$ cat src/rtl/tm_fsm_core_pkg.sv
// Shared encodings for the Turing-machine control core: control FSM states,
// reserved machine-state values and table-entry field positions.
package tm_fsm_core_pkg;

  typedef enum logic [2:0] {
    ST_IDLE, ST_READ, ST_FETCH, ST_IOWAIT, ST_MOVE, ST_HALT
  } fsm_e;

  // Reserved machine states live at the top of the state space.
  function automatic int unsigned tm_init(int unsigned state_w);
    return 0;
  endfunction

  function automatic int unsigned tm_halt_st(int unsigned state_w);
    return (32'd1 << state_w) - 32'd1;
  endfunction

  function automatic int unsigned tm_io_wr(int unsigned state_w);
    return tm_halt_st(state_w) - 32'd1;
  endfunction

  function automatic int unsigned tm_io_rd(int unsigned state_w);
    return tm_halt_st(state_w) - 32'd2;
  endfunction

  // Entry layout: {new symbol, dir, next state}
  function automatic int unsigned ent_dir_pos(int unsigned state_w);
    return state_w;
  endfunction

  function automatic int unsigned ent_sym_lsb(int unsigned state_w);
    return state_w + 32'd1;
  endfunction

endpackage

$ cat src/rtl/tm_fsm_core_step_counter.sv
// Saturating completed-step counter with synchronous clear.
module tm_step_counter #(
  parameter int W = 16
) (
  input  logic         clk,
  input  logic         rst_n,
  input  logic         inc,
  input  logic         clr,
  output logic [W-1:0] cnt
);

  always_ff @(posedge clk or negedge rst_n) begin
    if (!rst_n)             cnt <= '0;
    else if (clr)           cnt <= '0;
    else if (inc && !(&cnt)) cnt <= cnt + W'(1);
  end

endmodule

$ cat src/rtl/tm_fsm_core.sv
// Turing-machine control core: sequences tape read, table fetch, optional
// GPIO exchange and tape write/move for each machine step.
module tm_fsm_core
  import tm_fsm_core_pkg::*;
#(
  parameter  int STATE_W = 7,
  parameter  int SYM_W   = 8,
  parameter  int STEP_W  = 16,
  localparam int ADDR_W  = STATE_W + SYM_W + 1,
  localparam int ENTRY_W = SYM_W + 1 + STATE_W
) (
  input  logic               clk,
  input  logic               rst_n,
  input  logic               run_i,
  input  logic               step_i,
  input  logic               clear_i,
  input  logic               bp_en_i,
  input  logic [STATE_W-1:0] bp_state_i,
  output logic               tbl_valid_o,
  output logic [ADDR_W-1:0]  tbl_addr_o,
  input  logic               tbl_done_i,
  input  logic [ENTRY_W-1:0] tbl_data_i,
  input  logic               tape_valid_i,
  input  logic [SYM_W-1:0]   tape_sym_i,
  output logic               tape_move_o,
  output logic               tape_dir_o,
  output logic [SYM_W-1:0]   tape_data_o,
  input  logic               tape_done_i,
  input  logic [SYM_W-1:0]   gpio_i,
  input  logic               gpio_valid_i,
  output logic [SYM_W-1:0]   gpio_o,
  output logic               gpio_stb_o,
  output logic [STATE_W-1:0] tm_state_o,
  output logic [STEP_W-1:0]  step_cnt_o,
  output logic               halted_o,
  output logic               busy_o
);

  localparam logic [STATE_W-1:0] INIT    = STATE_W'(tm_init(STATE_W));
  localparam logic [STATE_W-1:0] HALT_ST = STATE_W'(tm_halt_st(STATE_W));
  localparam logic [STATE_W-1:0] IO_WR   = STATE_W'(tm_io_wr(STATE_W));
  localparam logic [STATE_W-1:0] IO_RD   = STATE_W'(tm_io_rd(STATE_W));
  localparam int DIR_POS = ent_dir_pos(STATE_W);
  localparam int SYM_LSB = ent_sym_lsb(STATE_W);

  fsm_e               fsm, fsm_nxt;
  logic [STATE_W-1:0] tm_state, nst_q;
  logic [SYM_W-1:0]   sym_q;
  logic               ss_q;

  wire [STATE_W-1:0] ent_nst = tbl_data_i[STATE_W-1:0];
  wire               ent_dir = tbl_data_i[DIR_POS];
  wire [SYM_W-1:0]   ent_sym = tbl_data_i[ENTRY_W-1:SYM_LSB];

  wire stop_after = (bp_en_i && nst_q == bp_state_i) || ss_q || !run_i;
  wire cnt_inc    = (fsm == ST_MOVE) && tape_done_i;
  wire cnt_clr    = (fsm == ST_HALT) && clear_i;

  assign tbl_addr_o = {tm_state, sym_q, 1'b0};
  assign tm_state_o = tm_state;

  always_comb begin
    fsm_nxt = fsm;
    unique case (fsm)
      ST_IDLE:   if (run_i || step_i) fsm_nxt = ST_READ;
      ST_READ:   if (tape_valid_i)    fsm_nxt = ST_FETCH;
      ST_FETCH:  if (tbl_done_i)
                   fsm_nxt = (tm_state == IO_RD && !gpio_valid_i) ? ST_IOWAIT : ST_MOVE;
      ST_IOWAIT: if (gpio_valid_i)    fsm_nxt = ST_MOVE;
      ST_MOVE:   if (tape_done_i) begin
                   if (nst_q == HALT_ST) fsm_nxt = ST_HALT;
                   else if (stop_after)  fsm_nxt = ST_IDLE;
                   else                  fsm_nxt = ST_READ;
                 end
      ST_HALT:   if (clear_i)         fsm_nxt = ST_IDLE;
      default:                        fsm_nxt = ST_IDLE;
    endcase
  end

  // Status/request outputs are registered from the next state so they
  // change on the same edge as the FSM and drop straight to 0 on reset.
  always_ff @(posedge clk or negedge rst_n) begin
    if (!rst_n) begin
      fsm         <= ST_IDLE;
      tm_state    <= INIT;
      nst_q       <= '0;
      sym_q       <= '0;
      ss_q        <= 1'b0;
      tape_dir_o  <= 1'b0;
      tape_data_o <= '0;
      gpio_o      <= '0;
      gpio_stb_o  <= 1'b0;
      tbl_valid_o <= 1'b0;
      tape_move_o <= 1'b0;
      halted_o    <= 1'b0;
      busy_o      <= 1'b0;
    end else begin
      fsm         <= fsm_nxt;
      tbl_valid_o <= (fsm_nxt == ST_FETCH);
      tape_move_o <= (fsm_nxt == ST_MOVE);
      halted_o    <= (fsm_nxt == ST_HALT);
      busy_o      <= (fsm_nxt inside {ST_READ, ST_FETCH, ST_IOWAIT, ST_MOVE});
      gpio_stb_o  <= 1'b0;
      unique case (fsm)
        ST_IDLE:   if (run_i || step_i) ss_q <= step_i & ~run_i;
        ST_READ:   if (tape_valid_i) sym_q <= tape_sym_i;
        ST_FETCH:  if (tbl_done_i) begin
                     nst_q       <= ent_nst;
                     tape_dir_o  <= ent_dir;
                     tape_data_o <= (tm_state == IO_RD && gpio_valid_i) ? gpio_i : ent_sym;
                     if (tm_state == IO_WR) begin
                       gpio_o     <= ent_sym;
                       gpio_stb_o <= 1'b1;
                     end
                   end
        ST_IOWAIT: if (gpio_valid_i) tape_data_o <= gpio_i;
        ST_MOVE:   if (tape_done_i) tm_state <= nst_q;
        ST_HALT:   if (clear_i) tm_state <= INIT;
        default: ;
      endcase
    end
  end

  tm_step_counter #(.W(STEP_W)) u_step_cnt (
    .clk   (clk),
    .rst_n (rst_n),
    .inc   (cnt_inc),
    .clr   (cnt_clr),
    .cnt   (step_cnt_o)
  );

endmodule

$ cat config.mk
export PLATFORM = sky130hd
export DESIGN_NAME = tm_fsm_core
export DESIGN_NICKNAME = d
export VERILOG_FILES = /design/src/rtl/tm_fsm_core_pkg.sv /design/src/rtl/tm_fsm_core_step_counter.sv /design/src/rtl/tm_fsm_core.sv
export SDC_FILE = /design/constraint.sdc
export NUM_CORES = 1
export LEC_CHECK = 0
export ABC_AREA = 0
export BUFFER_PORTS_ARGS = -buffer_cell sky130_fd_sc_hd__buf_2
export CORE_AREA = 3 3 120 122
export DETAILED_ROUTE_END_ITERATION = 16
export DIE_AREA = 0 0 123 125
export GPL_ROUTABILITY_DRIVEN = 0
export GPL_TIMING_DRIVEN = 0
export PLACE_DENSITY_LB_ADDON = 0.1
export SYNTH_ARGS = -nofsm -noshare
export SYNTH_HDL_FRONTEND = slang
export SYNTH_SLANG_ARGS = --single-unit
$ cat constraint.sdc
create_clock -name clk -period 2 [get_ports clk]
set_input_delay 0.1 -clock clk [delete_from_list [all_inputs] [get_ports clk]]
set_output_delay 0.1 -clock clk [all_outputs]
set_load 0.05 [all_outputs]
After elaboration in Yosys (flattened, before gate mapping)

Index checks and enable logic that the tools add are counted.

Register bits after elaboration: 64
Input bits: 49
Output and inout bits: 61
Word-level logic and storage cells: 81

Multiplexer cells: 22
Bitwise logic cells: 2
Add/sub/neg operators: 1
Reductions and logical operators: 24
Eq/ne operators: 18

Operator list:

| kind                                                                  | count |
|---|---|
| 16-bit two-way mux                                                    | 2 |
| 3-bit two-way mux                                                     | 8 |
| 8-bit two-way mux                                                     | 3 |
| 7-bit equality test, second input constant                            | 3 |
| 3-bit one-hot mux with 6 select lines                                 | 1 |
| 16-bit by 1-bit adder with 16-bit output, second input constant       | 1 |
| 8-bit one-hot mux with 2 select lines                                 | 1 |
| 16-bit AND reduction                                                  | 1 |
| 7-bit two-way mux                                                     | 2 |
| 7-bit one-hot mux with 2 select lines                                 | 1 |
| 3-bit by 2-bit equality test with 1-bit output, second input constant | 4 |
| 3-bit equality test, second input constant                            | 4 |
| 3-bit AND reduction                                                   | 3 |
| 2-bit != test, second input constant                                  | 4 |
| 7-bit equality test                                                   | 1 |
| 3-bit by 1-bit equality test with 1-bit output, second input constant | 2 |
| 1-bit logical AND                                                     | 6 |
| 2-bit AND reduction                                                   | 3 |
| 2-bit nonzero test                                                    | 3 |
| 1-bit two-way mux                                                     | 4 |
| 4-bit nonzero test                                                    | 1 |
| 1-bit logical NOT                                                     | 3 |
| 3-bit logical NOT                                                     | 1 |
| 1-bit logical OR                                                      | 3 |
| 2 further kinds                                                       | 2 |

Longest topological paths before layout

Gate-level depths: netlist of run 1.

Word-level depth: 10
Gate-level depth with buffers: 7
Gate-level depth less buffers: 6

By module

From an unflattened synthesis of run 1, not the netlist that was laid out.

Cell total of the unflattened synthesis: 272
Area, all modules: 3143.0 um^2

By module, submodules not included:

| module          | area each (um^2) | cells an instance | instances |
|---|---|---|---|
| tm_fsm_core     | 2223.4           | 177               | 1 |
| tm_step_counter | 919.6            | 95                | 1 |

Worst setup path after synthesis of run 1

No wires, ideal clock.

Path type: register to register
Start: register u_step_cnt.cnt[0]
End: register u_step_cnt.cnt[12]
Data arrival time: 2.000 ns
Setup slack: -0.067 ns
Cell stages (with the launch flop): 7
Data required time: 1.933 ns
Buffers on the path: 0
Path through: dfrtp_1 -> ha_1 -> inv_1 -> nor4_4 -> nand3_2 -> or4_1 -> nand2_1

Word-level cells in the longest chain between the ends: 4

Ends and longest elaborated chain:

| element                                                                                          | RTL line                       | RTL |
|---|---|---|
| start: declaration                                                                               | tm_fsm_core_step_counter.sv:9  | `output logic [W-1:0] cnt` |
| start signal: assignment                                                                         | tm_fsm_core_step_counter.sv:15 | `else if (inc && !(&cnt)) cnt <= cnt + W'(1);` |
| parallel branches: the longest is 4 deep, another holds 16-bit by 1-bit adder with 16-bit output | --                             |  |

Several ways; the timed one is not identified. The select of a mux whose other input is x is not followed.
A chain may end at the register's enable or synchronous reset.

Worst setup path after layout of run 1

Start: register u_step_cnt.cnt[3]
End: register u_step_cnt.cnt[13]

The elaborated chain is that of the path after synthesis.

==> run metrics, run 1 <==
crit-path cells nand4_4 -> nor3_1 -> o2111ai_1 -> or3_1 -> nand2_1; combinational share of power about 44%; largest net degree at the start of global routing 65; Post-Layout Inst Area between 4000 and 5000 um^2; Total Wirelength around 8400 um; Most Crowded Layer GR met2; Clock power frac a little under a quarter; Die H about 130 um; clock skew between 0.006 and 0.007 ns; Layout area overhead 41.24%; first-pass GRT wire length about 14000 um; startpoint types flop; wire length per cell 14.30 um; family with the most delay on the worst path simple AND/OR/NAND/NOR gates; Final Hold Fails 0; met2 Track Usage GR between 10% and 20%; Slew Viols, Final 0; area post-placement 3822 um^2; Worst-Margin Slew around 0.86 ns; Min-Delay Path Class primary input to flop; PortBufs roughly 110; TritonCTS clock tree built; CTS Buffer Depth 2; Primary FF master, synth dfrtp_1; fmax ~540 MHz; DR DRC count 0; die footprint about 15000 um^2; num rows 42; HPWL after DPL around 6100 um; H-tree levels 3; Antenna Nets Post-Route 0; synthesized area slightly above 3000 um^2; clock sink count 64; vias in the first global route about 2.6k; Clk pin slew, worst setup/hold paths 0.06 ns; CP arrival ~2.1 ns; root buffer cell clkbuf_16; Ports 110; Slew HR between 40% and 50%; Net Sw Power 2.756 mW; Critical Path Max Stage Delay 0.47 ns; critical path type flop to flop; CP Buf/Inv Count 0; GRT overflow 0; Final min period ~1.9 ns; slowest CP cell dfrtp_1; Internal ~3.4 mW; crit share post-route about 93%; vias 2545; via density per instance around 4.3; fillers between 1k and 1.5k; Sequential Area between 1500 and 2000 um^2; clock latency on the worst-skew pair between 0.3 and 0.4 ns; Sw Ratio between 40% and 50%; initial antenna violation count 0; Post-synth EDFFs 0; GRT Util Overall between 10% and 20%; Syn Nets between 300 and 400; Max VDD drop about 0.67 mV; # setup viols final 0; max_cap viols 0; worst-path maximum fanout 6; final setup margin about 0.14 ns; Initial DRC Count between 70 and 80; Final #Nets 460; met1 global-route usage 16.11%; outcome finished clean; pre-CTS setup slack -0.06363 ns; Leakage Power between 2 and 2.5 nW; Cells after Synth 271; n_diodes 0; core area 13300 um^2; Seq/Total Area, Yosys a little over half; area occupied by multi-input gates ~1300 um^2; CTS buffer count 9; sequential power share 32.7%; #FFs+latches synth 64; WP data required approximately 2.3 ns; PwrDens about 1400 nW/um^2; Setup crit end kind flop; grt met3 use roughly 2.7%; Layout Utilization 32.46%; yosys synthesis warning count 0; layout cell share with drive strength beyond 1 42.65%; syn avg cell area 11.27 um^2; drt first pass iters 4; Synth cell types between 40 and 50; async set-reset flop share out of synthesis 100.0%; initial core utilization 22.98%; Die Wd roughly 120 um
## path summary, 6_finish.rpt
path                                                     from                        endpoint  slack [ns]  depth (start not counted)
worst min register to register     tape_data_o[5]$_DFFE_PN0P_      tape_data_o[5]$_DFFE_PN0P_        0.47                          2
max in group asynchronous                               rst_n   u_step_cnt.cnt[1]$_DFFE_PN0P_        0.98                          2
worst max-delay path            u_step_cnt.cnt[3]$_DFFE_PN0P_  u_step_cnt.cnt[13]$_DFFE_PN0P_        0.14                          5
worst min-delay path                           tbl_data_i[14]           gpio_o[6]$_DFFE_PN0P_        0.02                          2
min in group asynchronous                               rst_n            sym_q[5]$_DFFE_PN0P_        0.43                          2
worst max register to register  u_step_cnt.cnt[3]$_DFFE_PN0P_  u_step_cnt.cnt[13]$_DFFE_PN0P_        0.14                          5
## stage by stage
step / hold WS [ns] / instances / power (mW) / TNS, ns
finish: 0.01914 / 591 / 6.184 / 0
detailed placement: 0.2899 / 555 / 4.759 / -0.4978
global placement: 0.3071 / 555 / 4.739 / -0.7980
global route: 0.01437 / 591 / 6.602 / -0.02070
CTS: 0.002958 / 589 / 6.275 / 0
floorplan: -0.1956 / 271 / 4.053 / 0
## per-layer routing
metal  up-vias  share of wire [%]
li1       1246                  -
met2        73                 46
met5         -                  0
met3        10                5.1
met1      1216                 47
met4         0                2.0
## flip-flops by register name (all words and copies together) (netlist names)
signal          cells
gpio_o              8
u_step_cnt.cnt     16
tape_move_o         1
busy_o              1
tm_state_o          7
fsm                 3
tape_dir_o          1
tape_data_o         8
nst_q               7
gpio_stb_o          1
halted_o            1
ss_q                1
tbl_valid_o         1
sym_q               8
## repair_timing
action	CTS	global route
hold endpoints to repair	81	0
hold buffers	18	0
pin swaps	1	2
setup endpoints to repair	11	20
buffers inserted	0	2
resized for setup	3	7
## placed cells by master (no fill, tap or decap), types with 4 or more instances in the layout
master	count
inv_1	6
o211ai_1	5
mux2i_1	12
a22o_1	7
dfrtp_1	61
clkbuf_16	9
nand2_1	25
mux2_2	24
buf_2	110
nand4_1	6
a21oi_1	9
o21ai_0	14
clkinv_2	4
dlygate4sd3_1	18
buf_4	13
nor2_1	11
nand3_1	10
xnor2_1	11
## kinds of logic after synthesis
group	after synthesis	synth area share [%]
AND/OR/NAND/NOR	85	15.97
flip-flops	64	52.42
AO/OA/AOI/OAI	46	9.910
multiplexers	36	12.78
buffers and inverters	24	4.381
XOR/XNOR	14	4.013
adder cells (fa/ha/maj)	1	0.4094
other	1	0.1227
## synthesized netlist by cell type, drive strengths merged, types with 2 or more instances
master | number | area [um^2]
a21oi | 10 | 53.80
a22o | 7 | 61.31
and2 | 3 | 18.77
and3 | 3 | 20.02
and3b | 2 | 17.52
and4 | 2 | 18.77
buf | 15 | 100.1
clkbuf | 3 | 11.26
dfrtp | 64 | 1602
inv | 6 | 22.52
mux2 | 24 | 270.3
mux2i | 12 | 120.1
nand2 | 25 | 93.84
nand3 | 11 | 60.06
nand4 | 7 | 58.81
nor2 | 12 | 45.04
nor2b | 3 | 18.77
nor3 | 3 | 15.01
nor3b | 2 | 15.01
nor4 | 3 | 33.78
nor4bb | 2 | 20.02
o2111ai | 2 | 17.52
o211ai | 5 | 37.54
o21a | 2 | 15.01
o21ai | 14 | 70.07
o31ai | 2 | 15.01
or3 | 3 | 18.77
xnor2 | 11 | 96.34
xor2 | 3 | 26.28
## layout make-up
class                           instances  area share (%)
Clock buffer                           12           5.712
Tap cell                              176           5.103
Buffer                                 18           2.754
Clock inverter                          4          0.4639
Multi-Input combinational cell        183           31.14
Timing Repair Buffer                  128           17.11
Sequential cell                        64           37.20
Inverter                                6          0.5219
## power groups by stage
stage / Clock [mW] / Combinational (mW) / Sequential, mW
after floorplan: 0 / 1.11 / 2.95
after global placement: 0 / 2.70 / 2.04
after detailed placement: 0 / 2.71 / 2.05
after CTS: 1.49 / 2.75 / 2.03
after global routing: 1.56 / 2.95 / 2.09
final: 1.44 / 2.72 / 2.02
Power figures use the tool's default switching activity.
==> inputs of run 2 (changes only) <==
Settings changed: CORE_AREA 3 3 120 122 to 3 3 83 85, DIE_AREA 0 0 123 125 to 0 0 86 88.
==> run metrics, run 2 (same netlist as run 1, synthesis figures left out) <==
outcome finished clean; Final Hold Fails 0; unrepaired setup endpoints after global routing no; Total Wirelength just under 7000 um; hold_sp tape_sym_i[4]; GRT overflow 0; Net Sw Power about 2.6 mW; via density per instance 5.093; Antenna Nets Post-Route 0; Clk pin slew, worst setup/hold paths approximately 0.06 ns; n_diodes 0; GRT Util Overall between 15 and 20%; Ports 110; Clock power frac ~17%; PwrDens ~1400 nW/um^2; fillers 514; most frequent cells in the layout 111 x buf_2, 61 x dfrtp_1, 25 x nand2_1; Slew HR between 40% and 50%; HPWL after DPL a little under 5000 um; WP data required around 2.2 ns; sequential power share between 30% and 40%; postcts setup bufs 0; Reg with most FFs u_step_cnt.cnt; Hold Crit Endpoint sym_q[4]$_DFFE_PN0P_; Sw Ratio 46.17%; met1 global-route usage between 20 and 30%; CTS Buffer Depth 2; wire length per cell approximately 14 um; CP arrival between 2 and 2.5 ns; combinational share of power a little under half; largest net degree at the start of global routing 65; vias in the first global route approximately 2.4k; Initial DRC Count 50; Die H between 80 and 90 um; hold depth 2; # setup viols final 0; num rows 29; Final min period about 1.9 ns; Layout area overhead 31.98%; drt first pass iters 4; grt met3 use ~3.4%; core area about 6300 um^2; Setup crit end kind flop; vias ~2.5k; initial antenna violation count 0; die footprint ~7600 um^2; initial core utilization around half; critical path type flop to flop; H-tree levels 3; crit share post-route between 90% and 100%; FF-to-FF End gpio_o[2]$_DFFE_PN0P_; Die Wd around 86 um; non-filler instance count after layout about 490; layout cell share with drive strength beyond 1 between 40% and 50%; startpoint types flop; clock sink count 64; dpl cells 456; met2 Track Usage GR 29.29%; Final #Nets around 450; Largest register FFs 16; max_cap viols 0; reg2reg path depth 5; PortBufs roughly 110; worst reg2reg startpoint fsm[0]$_DFF_PN0_; CTS buffer count 9; Slew Viols, Final 0; Worst-Margin Slew 0.7938 ns; fmax 529.3 MHz; leading cell type in the layout, fill and taps excluded buf_2; first-pass GRT wire length around 11000 um; total chip power 5.638 mW; Leakage Power between 2 and 2.5 nW; R2R setup slack between 0.1 and 0.15 ns; clock skew between 0.008 and 0.009 ns; Internal between 3 and 4 mW; clock latency on the worst-skew pair ~0.33 ns; Max VDD drop approximately 0.99 mV; worst-path maximum fanout 10; TritonCTS clock tree built; Min-Delay Path Class primary input to flop; Hold WS between 0.01 and 0.015 ns; Most Crowded Layer GR met2; DR DRC count 0; root buffer cell clkbuf_8
[run 2: repair_timing]
item | 4_1_cts | 5_1_grt
pin swaps | 1 | 1
gates resized for setup | 4 | 2
hold endpoints to repair | 77 | 0
hold buffers | 14 | 0
setup endpoints to repair | 8 | 11
gates cloned | 0 | 0
[run 2: cell type report]
cell class | count | area [um^2] | share of cell area [%]
clock buffer | 13 | 148.9 | 3.692
inverter | 6 | 22.52 | 0.5585
clock inverter | 3 | 17.52 | 0.4344
multi-input combinational | 183 | 1344 | 33.32
buffer | 18 | 115.1 | 2.854
sequential | 64 | 1605 | 39.81
tap | 77 | 96.34 | 2.389
timing repair buffer | 122 | 683.2 | 16.94
[run 2: worst max-delay path by stage]
stage / start / endpoint / slack [ns] / cells after the start
finish: fsm[0]$_DFF_PN0_ / gpio_o[2]$_DFFE_PN0P_ / 0.11 / 5
global route: fsm[0]$_DFF_PN0_ / busy_o$_DFF_PN0_ / 0.0005 / 7
CTS: fsm[0]$_DFF_PN0_ / gpio_o[2]$_DFFE_PN0P_ / 0.05 / 5
detailed placement: fsm[0]$_DFF_PN0_ / gpio_o[2]$_DFFE_PN0P_ / -0.11 / 5
global placement: fsm[0]$_DFF_PN0_ / gpio_o[2]$_DFFE_PN0P_ / -0.05 / 5
floorplan: u_step_cnt.cnt[3]$_DFFE_PN0P_ / u_step_cnt.cnt[12]$_DFFE_PN0P_ / 0.02 / 5
[run 2: power groups by stage]
stage	combinational [mW]	clock, mW	sequential (mW)
2_1_floorplan	1.11	0	2.95
6_report	2.69	0.932	2.01
3_3_place_gp	2.64	0	2.01
3_5_place_dp	2.67	0	2.03
5_1_grt	2.89	1.03	2.06
4_1_cts	2.70	0.968	2.01
[run 2: per-layer routing]
layer,share of wire [%],routed length [um]
met1,47,3194
met4,1.3,89
met5,0,0
met3,6.4,434
met2,46,3112
[run 2: worst max-delay path: stages, from the launching register on]
cell and delay, ns:
dfrtp_1 0.37, clkbuf_2 0.20, nor4bb_4 0.31, nor4bb_2 0.32, buf_4 0.22, mux2_2 0.35
[run 2: through the flow]
stage / setup TNS (ns) / util (%) / worst slack, ns / instance area (um^2)
3_3_place_gp: -0.3909 / 58.88 / -0.05115 / 3696
4_1_cts: 0 / 64.06 / 0.04581 / 4021
5_1_grt: 0 / 64.24 / 0.0005285 / 4033
2_1_floorplan: 0 / - / 0.01850 / 3059
3_5_place_dp: -0.8614 / 58.92 / -0.1138 / 3699
6_report: 0 / 64.24 / 0.1107 / 4033
==> inputs of run 3 (changes only) <==
Settings changed: PLACE_DENSITY set to 0.78, PLACE_DENSITY_LB_ADDON 0.1 to not set.
==> run metrics, run 3 (same netlist as run 1, synthesis figures left out) <==
Die Wd approximately 86 um; # setup viols final 0; unrepaired setup endpoints after global routing no; Worst path depth 5; die footprint approximately 7600 um^2; Setup crit end kind flop; HPWL after DPL about 5200 um; initial antenna violation count 0; Slew Viols, Final 0; vias in the first global route ~2.5k; CP Buf/Inv Count 2; drt first pass iters 4; layout cell share with drive strength beyond 1 between 40 and 50%; H-tree levels 3; Antenna Nets Post-Route 0; TritonCTS clock tree built; fillers between 400 and 500; outcome finished clean; leading cell type in the layout, fill and taps excluded buf_2; most frequent cells in the layout 112 x buf_2, 61 x dfrtp_1, 25 x nand2_1; crit-path cells buf_2 -> nor4bb_4 -> nor4bb_2 -> buf_4 -> mux2_2; vias 2556; root buffer cell clkbuf_8; wire length per cell approximately 15 um; reg2reg path depth 5; Ports between 100 and 150; slowest CP cell dfrtp_1; GRT Util Overall a little under 20%; Final #Nets 461; WP data required 2.22 ns; max_cap viols 0; Leakage Power 2.147 nW; Initial DRC Count roughly 110; Max VDD drop around 1.3 mV; worst-path maximum fanout 10; Worst-Margin Slew 0.7590 ns; initial core utilization around half; Largest register FFs 16; R2R setup slack slightly above 0.09 ns; n_diodes 0; clock latency on the worst-skew pair around 0.33 ns; hold depth 2; Total Wirelength approximately 7200 um; CTS buffer count 9; critical path type flop to flop; clock skew between 0.008 and 0.009 ns; fmax between 500 and 600 MHz; Layout area overhead 36.24%; Hold WS around 0.022 ns; Critical Path Max Stage Delay about 0.37 ns; family with the most delay on the worst path simple AND/OR/NAND/NOR gates; DR DRC count 0; CP arrival ~2.1 ns; PwrDens 1441 nW/um^2; crit share post-route a little over nine tenths; Clk pin slew, worst setup/hold paths 0.08 ns; Die H roughly 88 um; total chip power around 6 mW; Min-Delay Path Class primary input to flop; area occupied by multi-input gates between 1000 and 1500 um^2; largest net degree at the start of global routing 65; clock sink count 64; CTS Buffer Depth 2; Slew HR roughly half; via density per instance roughly 5.2; startpoint types flop; first-pass GRT wire length around 12000 um; Sequential Area about 1600 um^2; Final min period 1.909 ns; Reg with most FFs u_step_cnt.cnt; GRT overflow 0; num rows 29; core area ~6300 um^2; Final Hold Fails 0; PortBufs about 110
## run 3: changes by cell type in the layout (fill, tap and decap cells not counted)
cell,change
buf_2,+1
bufinv_16,+2
clkbuf_1,-3
clkbuf_2,-1
clkinv_2,-2
clkinvlp_4,+2
dlygate4sd3_1,+7
inv_6,+1
nor2_1,+1
nor2_2,-1
## run 3: worst paths after layout
check                                                start                             to
worst max register to register            fsm[0]$_DFF_PN0_          gpio_o[6]$_DFFE_PN0P_
worst min-delay path                         tbl_data_i[9]          gpio_o[1]$_DFFE_PN0P_
min in group asynchronous                            rst_n          gpio_o[7]$_DFFE_PN0P_
worst min register to register  tape_data_o[5]$_DFFE_PN0P_     tape_data_o[5]$_DFFE_PN0P_
max in group asynchronous                            rst_n  u_step_cnt.cnt[2]$_DFFE_PN0P_
worst max-delay path                      fsm[0]$_DFF_PN0_          gpio_o[6]$_DFFE_PN0P_
## run 3: metal layers
metal	vias up	track usage, %	wire length, um
met2	80	33.29	3573
met3	11	3.293	364
met5	-	0	0
met1	1215	23.70	3115
met4	0	9.640	144
li1	1250	-	-
## run 3: power by group
part,leakage (nW),internal (mW),total (mW),switching (mW)
Sequential,0.827,1.69,2.01,0.318
Combinational,1.21,0.871,2.74,1.86
Clock,0.105,0.740,1.25,0.512
## run 3: per-stage QoR
step | setup TNS (ns) | area, um^2 | std cells | util, % | setup WS, ns
2_1_floorplan | 0 | 3059 | 271 | - | 0.01850
3_3_place_gp | 0 | 3696 | 456 | 58.88 | 0.003217
3_5_place_dp | -0.1253 | 3696 | 456 | 58.88 | -0.02814
4_1_cts | 0 | 4134 | 492 | 65.86 | 0.02451
5_1_grt | 0 | 4163 | 493 | 66.31 | 0.009228
6_report | 0 | 4163 | 493 | 66.31 | 0.09107
## run 3: timing repair
action                                  4_1_cts  5_1_grt
hold endpoints to repair                     20       64
gates resized for setup                       2        5
hold buffers                                 20        1
pin swaps                                     0        1
buffers inserted                              0        0
endpoints found under the setup margin        8       18
## run 3: worst register-to-register path, delay by kind of cell, from the launching register on
family,cells,cell delay (ns)
buffers and inverters,2,0.42
flip-flops,1,0.37
multiplexers,1,0.36
AND/OR/NAND/NOR,2,0.64
## run 3: layout make-up
class,instances,area share (%)
inverters,6,0.5410
well taps,77,2.314
multi-input cells,183,32.22
clock inverters,6,2.194
repair buffers,129,18.09
clock buffers,10,3.306
flip-flops and latches,64,38.56
plain buffers,18,2.765
